**src/rtl/cnn_pkg.sv**
```systemverilog
// cnn_pkg: shared controller state encoding and expected compute-cycle arithmetic
package cnn_pkg;

    typedef enum logic [2:0] {
        IDLE,
        LOAD,
        WAIT_LD,
        COMPUTE,
        DRAIN,
        STORE,
        WAIT_ST,
        DONE
    } ctrl_state_e;

    function automatic logic [31:0] exp_cycles(input int unsigned n, input int unsigned m,
                                               input int unsigned k, input int unsigned r,
                                               input int unsigned c, input int unsigned tn,
                                               input int unsigned tm);
        return 32'(k * k * ((n + tn - 1) / tn) * ((m + tm - 1) / tm) * r * c);
    endfunction

endpackage

```
**src/rtl/cnn_delay_counter.sv**
```systemverilog
// cnn_delay_counter: loadable down-counter flagging the final cycle of a fixed-length hold
module cnn_delay_counter #(
    parameter int LEN_p = 3
) (
    input  logic clk_i,
    input  logic reset_i,
    input  logic load_i,
    input  logic en_i,
    output logic last_o
);

    localparam int W = $clog2(LEN_p + 1);

    logic [W-1:0] cnt_q, cnt_d;

    // load the hold length on entry, then count down while enabled and stop at zero
    always_comb begin
        cnt_d = load_i ? W'(LEN_p) : (en_i && cnt_q != '0) ? cnt_q - W'(1) : cnt_q;
    end

    // counter register
    always_ff @(posedge clk_i) begin
        if (reset_i) cnt_q <= '0;
        else         cnt_q <= cnt_d;
    end

    assign last_o = en_i && cnt_q == W'(1);

endmodule

```
**src/rtl/cnn_layer_ctrl.sv**
```systemverilog
// cnn_layer_ctrl: sequences load, compute, drain and store for one CNN layer and audits compute length
module cnn_layer_ctrl
    import cnn_pkg::*;
#(
    parameter int N_p     = 4,
    parameter int M_p     = 4,
    parameter int K_p     = 2,
    parameter int R_p     = 16,
    parameter int C_p     = 16,
    parameter int Tn_p    = 2,
    parameter int Tm_p    = 2,
    parameter int DRAIN_p = 3
) (
    input  logic        clk_i,
    input  logic        reset_i,
    input  logic        start_v_i,
    output logic        start_ready_o,
    output logic        load_req_o,
    input  logic        load_done_i,
    output logic        iter_reset_o,
    output logic        busy_o,
    input  logic        iter_done_i,
    output logic        store_req_o,
    input  logic        store_done_i,
    output logic        done_o,
    output logic [31:0] cycles_o,
    output logic        err_o
);

    localparam logic [31:0] EXP = exp_cycles(N_p, M_p, K_p, R_p, C_p, Tn_p, Tm_p);

    ctrl_state_e state_q, state_d;
    logic [31:0] cycles_q, cycles_d, cycles_inc;
    logic        err_q, err_d;
    logic        leave_compute, drain_last;

    assign leave_compute = state_q == COMPUTE && iter_done_i;
    assign cycles_inc    = (cycles_q == '1) ? cycles_q : cycles_q + 32'd1;

    cnn_delay_counter #(.LEN_p(DRAIN_p)) u_drain (
        .clk_i  (clk_i),
        .reset_i(reset_i),
        .load_i (leave_compute),
        .en_i   (state_q == DRAIN),
        .last_o (drain_last)
    );

    // next state, handshake outputs and cycle audit; reset forces the quiescent output set
    always_comb begin
        state_d       = state_q;
        start_ready_o = 1'b0;
        load_req_o    = 1'b0;
        iter_reset_o  = 1'b0;
        busy_o        = 1'b0;
        store_req_o   = 1'b0;
        done_o        = 1'b0;
        cycles_d      = cycles_q;
        err_d         = err_q | (leave_compute && cycles_inc != EXP);
        case (state_q)
            IDLE: begin
                start_ready_o = 1'b1;
                if (start_v_i) state_d = LOAD;
            end
            LOAD: begin
                load_req_o   = 1'b1;
                iter_reset_o = 1'b1;
                cycles_d     = '0;
                state_d      = WAIT_LD;
            end
            WAIT_LD: if (load_done_i) state_d = COMPUTE;
            COMPUTE: begin
                busy_o   = 1'b1;
                cycles_d = cycles_inc;
                if (iter_done_i) state_d = DRAIN;
            end
            DRAIN:   if (drain_last) state_d = STORE;
            STORE: begin
                store_req_o = 1'b1;
                state_d     = WAIT_ST;
            end
            WAIT_ST: if (store_done_i) state_d = DONE;
            DONE: begin
                done_o  = 1'b1;
                state_d = IDLE;
            end
            default: state_d = IDLE;
        endcase
        if (reset_i) begin
            start_ready_o = 1'b0;
            load_req_o    = 1'b0;
            iter_reset_o  = 1'b1;
            busy_o        = 1'b0;
            store_req_o   = 1'b0;
            done_o        = 1'b0;
        end
    end

    // state, cycle counter and sticky error registers
    always_ff @(posedge clk_i) begin
        if (reset_i) begin
            state_q  <= IDLE;
            cycles_q <= '0;
            err_q    <= 1'b0;
        end else begin
            state_q  <= state_d;
            cycles_q <= cycles_d;
            err_q    <= err_d;
        end
    end

    assign cycles_o = reset_i ? '0 : cycles_q;
    assign err_o    = err_q && !reset_i;

endmodule

```
**config.mk**
```make
export PLATFORM = sky130hd
export DESIGN_NAME = cnn_layer_ctrl
export DESIGN_NICKNAME = d
export VERILOG_FILES = /design/src/rtl/cnn_pkg.sv /design/src/rtl/cnn_delay_counter.sv /design/src/rtl/cnn_layer_ctrl.sv
export SDC_FILE = /design/constraint.sdc
export NUM_CORES = 1
export LEC_CHECK = 0
export CELL_PAD_IN_SITES_DETAIL_PLACEMENT = 0
export CELL_PAD_IN_SITES_GLOBAL_PLACEMENT = 1
export CORE_UTILIZATION = 44
export DETAILED_ROUTE_END_ITERATION = 16
export DONT_BUFFER_PORTS = 1
export GPL_ROUTABILITY_DRIVEN = 0
export MAX_ROUTING_LAYER = met4
export PLACE_DENSITY = 0.83
export SETUP_SLACK_MARGIN = 0.2
export SLEW_MARGIN = 0
export SYNTH_ARGS = -nofsm -noshare
export SYNTH_HDL_FRONTEND = slang
export SYNTH_SLANG_ARGS = --single-unit
export TNS_END_PERCENT = 5
```
**constraint.sdc**
```tcl
create_clock -name clk_i -period 3.17 [get_ports clk_i]
set_input_delay 0.7925 -clock clk_i [delete_from_list [all_inputs] [get_ports clk_i]]
set_output_delay 0.7925 -clock clk_i [all_outputs]
set_load 0.02 [all_outputs]
```
==> results of run 1 <==
## metal layers
layer  track usage [%]  up-vias  wire length [um]
li1                  -     1398                 -
met1             34.02     1358              3830
met2             36.61      122              3416
met3             4.945       13               571
met4             8.966        0               123
met5                 -        -                 0
## cells in the final DEF (no fill, tap or decap), types with 7 or more instances in the layout
cell	instances
sky130_fd_sc_hd__nor3_1	12
sky130_fd_sc_hd__nor2b_1	33
sky130_fd_sc_hd__xor2_1	7
sky130_fd_sc_hd__dfxtp_1	38
sky130_fd_sc_hd__a31oi_1	13
sky130_fd_sc_hd__and3_1	11
sky130_fd_sc_hd__o21ai_0	50
sky130_fd_sc_hd__nand4_1	16
sky130_fd_sc_hd__buf_4	7
sky130_fd_sc_hd__o31ai_1	8
sky130_fd_sc_hd__and4_1	9
sky130_fd_sc_hd__nand3_1	12
sky130_fd_sc_hd__nand2_1	32
sky130_fd_sc_hd__nor2_1	28
sky130_fd_sc_hd__a21oi_1	19
## synth_stat cells, types with 11 or more instances
master	instances
sky130_fd_sc_hd__a21oi_1	20
sky130_fd_sc_hd__a31oi_1	13
sky130_fd_sc_hd__and3_1	11
sky130_fd_sc_hd__clkbuf_1	20
sky130_fd_sc_hd__dfxtp_1	38
sky130_fd_sc_hd__nand2_1	32
sky130_fd_sc_hd__nand3_1	12
sky130_fd_sc_hd__nand4_1	16
sky130_fd_sc_hd__nor2_1	29
sky130_fd_sc_hd__nor2b_1	33
sky130_fd_sc_hd__nor3_1	13
sky130_fd_sc_hd__o21ai_0	50
## worst max-delay path, cell delays in order (launching register included)
cell	delay [ns]
sky130_fd_sc_hd__dfxtp_1	0.44
sky130_fd_sc_hd__ha_1	0.30
sky130_fd_sc_hd__and3_1	0.28
sky130_fd_sc_hd__nand4_1	0.31
sky130_fd_sc_hd__nor3_2	0.37
sky130_fd_sc_hd__a31oi_1	0.12
sky130_fd_sc_hd__a2111oi_0	0.46
sky130_fd_sc_hd__and4_4	0.32
sky130_fd_sc_hd__a31oi_1	0.08
## timing repair
item / 4_1_cts / 5_1_grt
gates resized for setup: 0 / 2
hold buffers: 0 / 0
endpoints found under the hold margin: 0 / 0
endpoints found under the setup margin: 0 / 1
## per-stage QoR
| step | cell area, um^2 | std cells | hold WS (ns) |
|---|---|---|---|
| after floorplan | 2851 | 392 | 0.4908 |
| after global placement | 2816 | 438 | 0.5255 |
| after detailed placement | 2816 | 438 | 0.5443 |
| after CTS | 2930 | 446 | 0.5402 |
| after global routing | 2938 | 446 | 0.5404 |
| final | 2938 | 446 | 0.5531 |
## final cells by class
type,instances,area (um^2)
sequential,38,760.7
clock inverter,3,45.04
timing repair buffer,7,52.55
multi-input combinational,312,1894
clock buffer,5,68.82
inverter,6,22.52
tap,75,93.84
fill,633,3158
## power by group
group	internal, W	switching, W
Clock	0.000234	0.000188
Combinational	0.0000434	0.0000726
Sequential	0.000487	0.0000162
Total	0.000764	0.000277
## state kept, by name (all words and copies together) (netlist names)
register	flops
cycles_q	32
err_q	1
state_q	3
u_drain.cnt_q	2
## logic make-up after synthesis
logic type | share of synthesized area (%)
mux | 1.097
fa+ha+maj | 1.317
xor+xnor | 3.686
simple gates | 34.93
buf+inv | 7.283
compound gates | 25.01
flops | 26.68
## how the worst max path moves through the flow
stage / startpoint / cells after the start / to / slack, ns
final: cycles_q[0] / 8 / err_q / 0.38
after global routing: cycles_q[0] / 8 / err_q / 0.22
after detailed placement: cycles_q[0] / 8 / err_q / 0.44
after floorplan: reset_i / 3 / start_ready_o / 0.56
after global placement: cycles_q[0] / 8 / err_q / 0.61
after CTS: cycles_q[0] / 8 / err_q / 0.41
==> tab_implementation.tex, run 1 <==
\begin{tabular}{lr}
\hline
Metric & Value \\
\hline
\multicolumn{2}{l}{\textbf{Synth}} \\
\quad Synth Register Bits & 38 \\
\quad Largest area contributor in the netlist & sky130\_fd\_sc\_hd\_\_dfxtp\_1 \\
\quad Largest cells by area after synthesis & sky130\_fd\_sc\_hd\_\_dfxtp\_1 27\%, sky130\_fd\_sc\_hd\_\_o21ai\_0 8.8\%, sky130\_fd\_sc\_hd\_\_nor2b\_1 7.2\% \\
\quad Share of the yosys chip area belonging to registers & between 20\% and 30\% \\
\quad Number of enable flip-flop cells after synthesis & 0 \\
\quad Post-Synthesis Cells & between 300 and 400 \\
\quad Fraction of post-synthesis cell area in the top cell type by area & a little over a quarter \\
\quad Synthesized netlist net count & $\sim$400 \\
\quad Avg Synthesized Cell Area & between 7 and 8 um\^{}2 \\
\quad Unique masters post-synth & 53 \\
\quad Number of warnings printed during yosys synthesis & 0 \\
\quad Most instantiated flip-flop cell in the synthesis netlist & sky130\_fd\_sc\_hd\_\_dfxtp\_1 \\
\quad Fraction of registers with async set/reset & 0\% \\
\quad Post-Syn Area & 2851 um\^{}2 \\
\multicolumn{2}{l}{\textbf{Route}} \\
\quad First-pass iteration count of the detailed router & 5 \\
\quad First-iteration detailed-routing DRC count & 237 \\
\quad Antenna Nets Post-Route & 0 \\
\quad Total Routed Length & 7942 um \\
\quad Avg WL per Cell & roughly 18 um \\
\quad Vias per inst & approximately 6.5 \\
\quad DRC viols & 0 \\
\quad Vias & 2891 \\
\multicolumn{2}{l}{\textbf{STA}} \\
\quad Max transition margin & 50.84\% \\
\quad Slack of the critical path & 0.3784 ns \\
\quad Max-slew violations & 0 \\
\quad Final period demand of the worst path & 2.792 ns \\
\quad RSZ-0062 raised after global routing & false \\
\quad Slew of the pin with the lowest slew margin & 0.7374 ns \\
\quad FMAX & 0.3582 GHz \\
\quad Count of final setup violators & 0 \\
\quad Final Cycle Share & 88.06\% \\
\quad Hold Vio Cnt, Final & 0 \\
\quad Post-route setup TNS & 0 ns \\
\quad Worst setup skew after layout & 0.005004 ns \\
\multicolumn{2}{l}{\textbf{Finish}} \\
\quad Layout overhead on the synthesized area & 3.028\% \\
\quad Net count, final & 379 \\
\quad Antenna diode instance count & 0 \\
\quad Fraction of final layout cells with drive strength greater than 1 & 7.817\% \\
\quad Final design utilization & 48.19\% \\
\multicolumn{2}{l}{\textbf{Pwr}} \\
\quad Leakage power & $\sim$1 nW \\
\quad Tot Pwr & between 0.001 and 0.0015 W \\
\quad Pwr per Cell Area & $\sim$350 nW/um\^{}2 \\
\quad VDD IR max & approximately 0.22 mV \\
\multicolumn{2}{l}{\textbf{Clock tree}} \\
\quad Clock transition time at the flip-flop clock pins of the worst setup and hold paths & about 0.080 ns \\
\quad TritonCTS clock tree & yes \\
\quad Post CTS Setup Buffer Count & 0 \\
\quad Htree depth & 2 \\
\quad Root buffer selected by CTS & sky130\_fd\_sc\_hd\_\_clkbuf\_8 \\
\quad Number of buffers on the longest clock path & 2 \\
\quad Number of buffers created by CTS & 5 \\
\quad Clock latency on the worst-skew pair & 0.30 ns \\
\quad TritonCTS Sinks & 38 \\
\multicolumn{2}{l}{\textbf{Hold path}} \\
\quad Worst hold path endpoint & state\_q[0] \\
\quad Path category of the worst min-delay check & primary input to register \\
\quad WHS Path Cells & 1 \\
\quad Launch point of the worst hold path & reset\_i \\
\multicolumn{2}{l}{\textbf{Critical path}} \\
\quad Required time reported for the critical path endpoint & 3.35 ns \\
\quad Kind of end point of the critical path & register \\
\quad Maximum fanout along the worst path & 8 \\
\quad Number of cell instances on the worst register-to-register path & 8 \\
\quad CP Launch Type & register \\
\quad Startpoint-to-endpoint class of the critical path & register to register \\
\quad Critical register-to-register path endpoint & err\_q \\
\quad Reg2reg start & cycles\_q[0] \\
\quad Worst reg-to-reg setup slack & 0.38 ns \\
\quad CP arrival & 2.97 ns \\
\multicolumn{2}{l}{\textbf{Global route}} \\
\quad Wire length of the first global-routing pass & 12540 um \\
\quad Pin count of the biggest net entering global routing & 43 \\
\quad Total overflow reported by the global router & 0 \\
\quad Overall track demand over capacity in global routing & 25.02\% \\
\quad Number of global-route vias before repair & 2507 \\
\quad Antenna violations before repair & 0 \\
\multicolumn{2}{l}{\textbf{Floorplan}} \\
\quad Number of rows in the core area & 28 \\
\quad Die extent in x & between 80 and 90 um \\
\quad Total Die Area & $\sim$7000 um\^{}2 \\
\quad Starting density of the core & between 40\% and 50\% \\
\quad Number of placed I/O pins & 45 \\
\quad Core region area & 6096 um\^{}2 \\
\quad Die height & 82.50 um \\
\multicolumn{2}{l}{\textbf{Run}} \\
\quad Number of violations of the max-capacitance limit & 0 \\
\multicolumn{2}{l}{\textbf{Placed design}} \\
\quad Estimated wirelength of the detail-placed design & 5512 um \\
\quad Worst-case setup slack after placement & 0.4435 ns \\
\quad Count of buffers from port buffering & 0 \\
\multicolumn{2}{l}{\textbf{Run status}} \\
\quad Run status & finished clean \\
\hline
\end{tabular}
(Power assumes the default switching activity.)
==> run 2, diff against run 1 <==
--- a/config.mk
+++ b/config.mk
@@ -12,9 +12,8 @@
 export DONT_BUFFER_PORTS = 1
 export GPL_ROUTABILITY_DRIVEN = 0
 export MAX_ROUTING_LAYER = met4
-export PLACE_DENSITY = 0.83
+export PLACE_DENSITY_LB_ADDON = 0.1
 export SETUP_SLACK_MARGIN = 0.2
-export SLEW_MARGIN = 0
 export SYNTH_ARGS = -nofsm -noshare
 export SYNTH_HDL_FRONTEND = slang
 export SYNTH_SLANG_ARGS = --single-unit
==> tab_implementation.tex, run 2 (synthesis gave the netlist of run 1 again) <==
\begin{tabular}{lr}
\hline
Metric & Value \\
\hline
\multicolumn{2}{l}{\textbf{STA}} \\
\quad Final period demand of the worst path & 2.823 ns \\
\quad Max-slew violations & 0 \\
\quad Worst setup skew after layout & 0.008354 ns \\
\quad Final Cycle Share & roughly nine tenths \\
\quad RSZ-0062 raised after global routing & false \\
\quad Slack of the critical path & about 0.35 ns \\
\quad Slew of the pin with the lowest slew margin & between 0.8 and 0.9 ns \\
\quad Hold Vio Cnt, Final & 0 \\
\quad Max transition margin & 41.48\% \\
\quad Post-route setup TNS & 0 ns \\
\quad Count of final setup violators & 0 \\
\quad FMAX & 0.3542 GHz \\
\multicolumn{2}{l}{\textbf{Finish}} \\
\quad Final design utilization & 47.68\% \\
\quad Antenna diode instance count & 0 \\
\quad Layout overhead on the synthesized area & 1.931\% \\
\quad Most common cell after layout, fill and taps aside & sky130\_fd\_sc\_hd\_\_o21ai\_0 \\
\quad Top reg by flops & cycles\_q \\
\quad Net count, final & 378 \\
\quad Summed area of non-filler cells in the final layout & 2907 um\^{}2 \\
\quad Commonest cells after routing, fill and taps aside & 50 x sky130\_fd\_sc\_hd\_\_o21ai\_0, 38 x sky130\_fd\_sc\_hd\_\_dfxtp\_1, 33 x sky130\_fd\_sc\_hd\_\_nor2b\_1, 32 x sky130\_fd\_sc\_hd\_\_nand2\_1, 29 x sky130\_fd\_sc\_hd\_\_nor2\_1 \\
\quad Flip-flop count of the largest register after layout & 32 \\
\quad Registers with the most flip-flops & cycles\_q x32, state\_q x3, u\_drain.cnt\_q x2 \\
\quad Fraction of final layout cells with drive strength greater than 1 & around 7.3\% \\
\quad Final instance count without filler cells & 445 \\
\multicolumn{2}{l}{\textbf{Route}} \\
\quad Vias per inst & 6.503 \\
\quad First-iteration detailed-routing DRC count & 200 \\
\quad Total Routed Length & around 8300 um \\
\quad First-pass iteration count of the detailed router & 5 \\
\quad DRC viols & 0 \\
\quad Vias & 2894 \\
\quad Antenna Nets Post-Route & 0 \\
\quad Avg WL per Cell & 18.63 um \\
\multicolumn{2}{l}{\textbf{Floorplan}} \\
\quad Number of rows in the core area & 28 \\
\quad Die extent in x & between 80 and 90 um \\
\quad Total Die Area & between 6000 and 7000 um\^{}2 \\
\quad Starting density of the core & 46.78\% \\
\quad Number of placed I/O pins & 45 \\
\quad Core region area & 6096 um\^{}2 \\
\quad Die height & 82.50 um \\
\multicolumn{2}{l}{\textbf{Global route}} \\
\quad Overall track demand over capacity in global routing & approximately a quarter \\
\quad Antenna violations before repair & 0 \\
\quad Number of global-route vias before repair & 2442 \\
\quad Pin count of the biggest net entering global routing & 43 \\
\quad Total overflow reported by the global router & 0 \\
\quad Wire length of the first global-routing pass & between 10000 and 15000 um \\
\multicolumn{2}{l}{\textbf{Placed design}} \\
\quad Total placed cells including tap cells & about 440 \\
\quad Worst-case setup slack after placement & between 0.3 and 0.4 ns \\
\quad Placed standard-cell area & 2809 um\^{}2 \\
\quad Count of buffers from port buffering & 0 \\
\quad Estimated wirelength of the detail-placed design & approximately 5700 um \\
\multicolumn{2}{l}{\textbf{Critical path}} \\
\quad Maximum fanout along the worst path & 8 \\
\quad Kind of end point of the critical path & register \\
\quad Required time reported for the critical path endpoint & 3.36 ns \\
\quad Startpoint-to-endpoint class of the critical path & register to register \\
\quad CP Launch Type & register \\
\quad CP arrival & roughly 3 ns \\
\multicolumn{2}{l}{\textbf{Clock tree}} \\
\quad Root buffer selected by CTS & sky130\_fd\_sc\_hd\_\_clkbuf\_8 \\
\quad Number of buffers on the longest clock path & 2 \\
\quad Clock transition time at the flip-flop clock pins of the worst setup and hold paths & 0.09 ns \\
\quad Number of buffers created by CTS & 5 \\
\quad Clock latency on the worst-skew pair & 0.30 ns \\
\quad Number of gates resized after CTS & 0 \\
\quad Post CTS Setup Buffer Count & 0 \\
\quad Number of buffers inserted by hold repair at cts & 0 \\
\quad Htree depth & 2 \\
\quad TritonCTS Sinks & 38 \\
\quad TritonCTS clock tree & yes \\
\multicolumn{2}{l}{\textbf{Pwr}} \\
\quad VDD IR max & 0.1892 mV \\
\quad Leakage power & between 1 and 1.5 nW \\
\quad Pwr per Cell Area & 340.7 nW/um\^{}2 \\
\multicolumn{2}{l}{\textbf{Run}} \\
\quad Number of violations of the max-capacitance limit & 0 \\
\multicolumn{2}{l}{\textbf{Run status}} \\
\quad Run status & finished clean \\
\multicolumn{2}{l}{\textbf{Hold path}} \\
\quad Path category of the worst min-delay check & register to register \\
\hline
\end{tabular}
==> run 2: changes by cell type in the layout (fill, tap and decap cells not counted), sizes merged <==
cell / change
clkbuf: +2
clkinvlp: -2
buf: -1
bufinv: -1
clkinv: +1
==> run 2: power breakdown <==
part | switching, W | leakage [nW] | internal [W] | total [W]
registers | 0.0000169 | 0.307 | 0.000487 | 0.000504
logic | 0.0000725 | 0.651 | 0.0000425 | 0.000115
clock network | 0.000195 | 0.0482 | 0.000176 | 0.000371
==> run 2: layout make-up <==
type / count / area, um^2
Timing Repair Buffer: 6 / 45.04
Sequential cell: 38 / 760.7
Tap cell: 75 / 93.84
Fill cell: 668 / 3189
Clock buffer: 7 / 86.33
Clock inverter: 1 / 5.005
Multi-Input combinational cell: 312 / 1893
Inverter: 6 / 22.52
==> run 2: stage by stage <==
step                      hold WS [ns]  power [W]
after floorplan                 0.4908  0.0006075
after global placement          0.5264  0.0006308
after detailed placement        0.5360  0.0006300
after CTS                       0.5541  0.0009959
after global routing            0.5481   0.001029
final                           0.5456  0.0009902
==> run 2: critical path, cell delays in order, from the launching register on <==
cell	delay (ns)
sky130_fd_sc_hd__dfxtp_1	0.42
sky130_fd_sc_hd__ha_1	0.28
sky130_fd_sc_hd__and3_1	0.26
sky130_fd_sc_hd__nand4_1	0.31
sky130_fd_sc_hd__nor3_1	0.56
sky130_fd_sc_hd__a31oi_1	0.16
sky130_fd_sc_hd__a2111oi_0	0.35
sky130_fd_sc_hd__and4_4	0.29
sky130_fd_sc_hd__a31oi_1	0.07
==> run 2: metal layers <==
metal | wire (um) | global-route usage (%) | share of wire, %
met1 | 3897 | 36.17 | 47
met2 | 3637 | 38.18 | 44
met3 | 654 | 4.286 | 7.9
met4 | 99 | 7.759 | 1.2
met5 | 0 | - | 0
==> run 2: path summary, 6_finish.rpt <==
check,start,end,slack (ns),depth (start not counted)
worst min-delay path,cycles_q[5],cycles_q[5],0.55,1
worst max register to register,cycles_q[1],err_q,0.35,8
worst max-delay path,cycles_q[1],err_q,0.35,8
worst min register to register,cycles_q[5],cycles_q[5],0.55,1
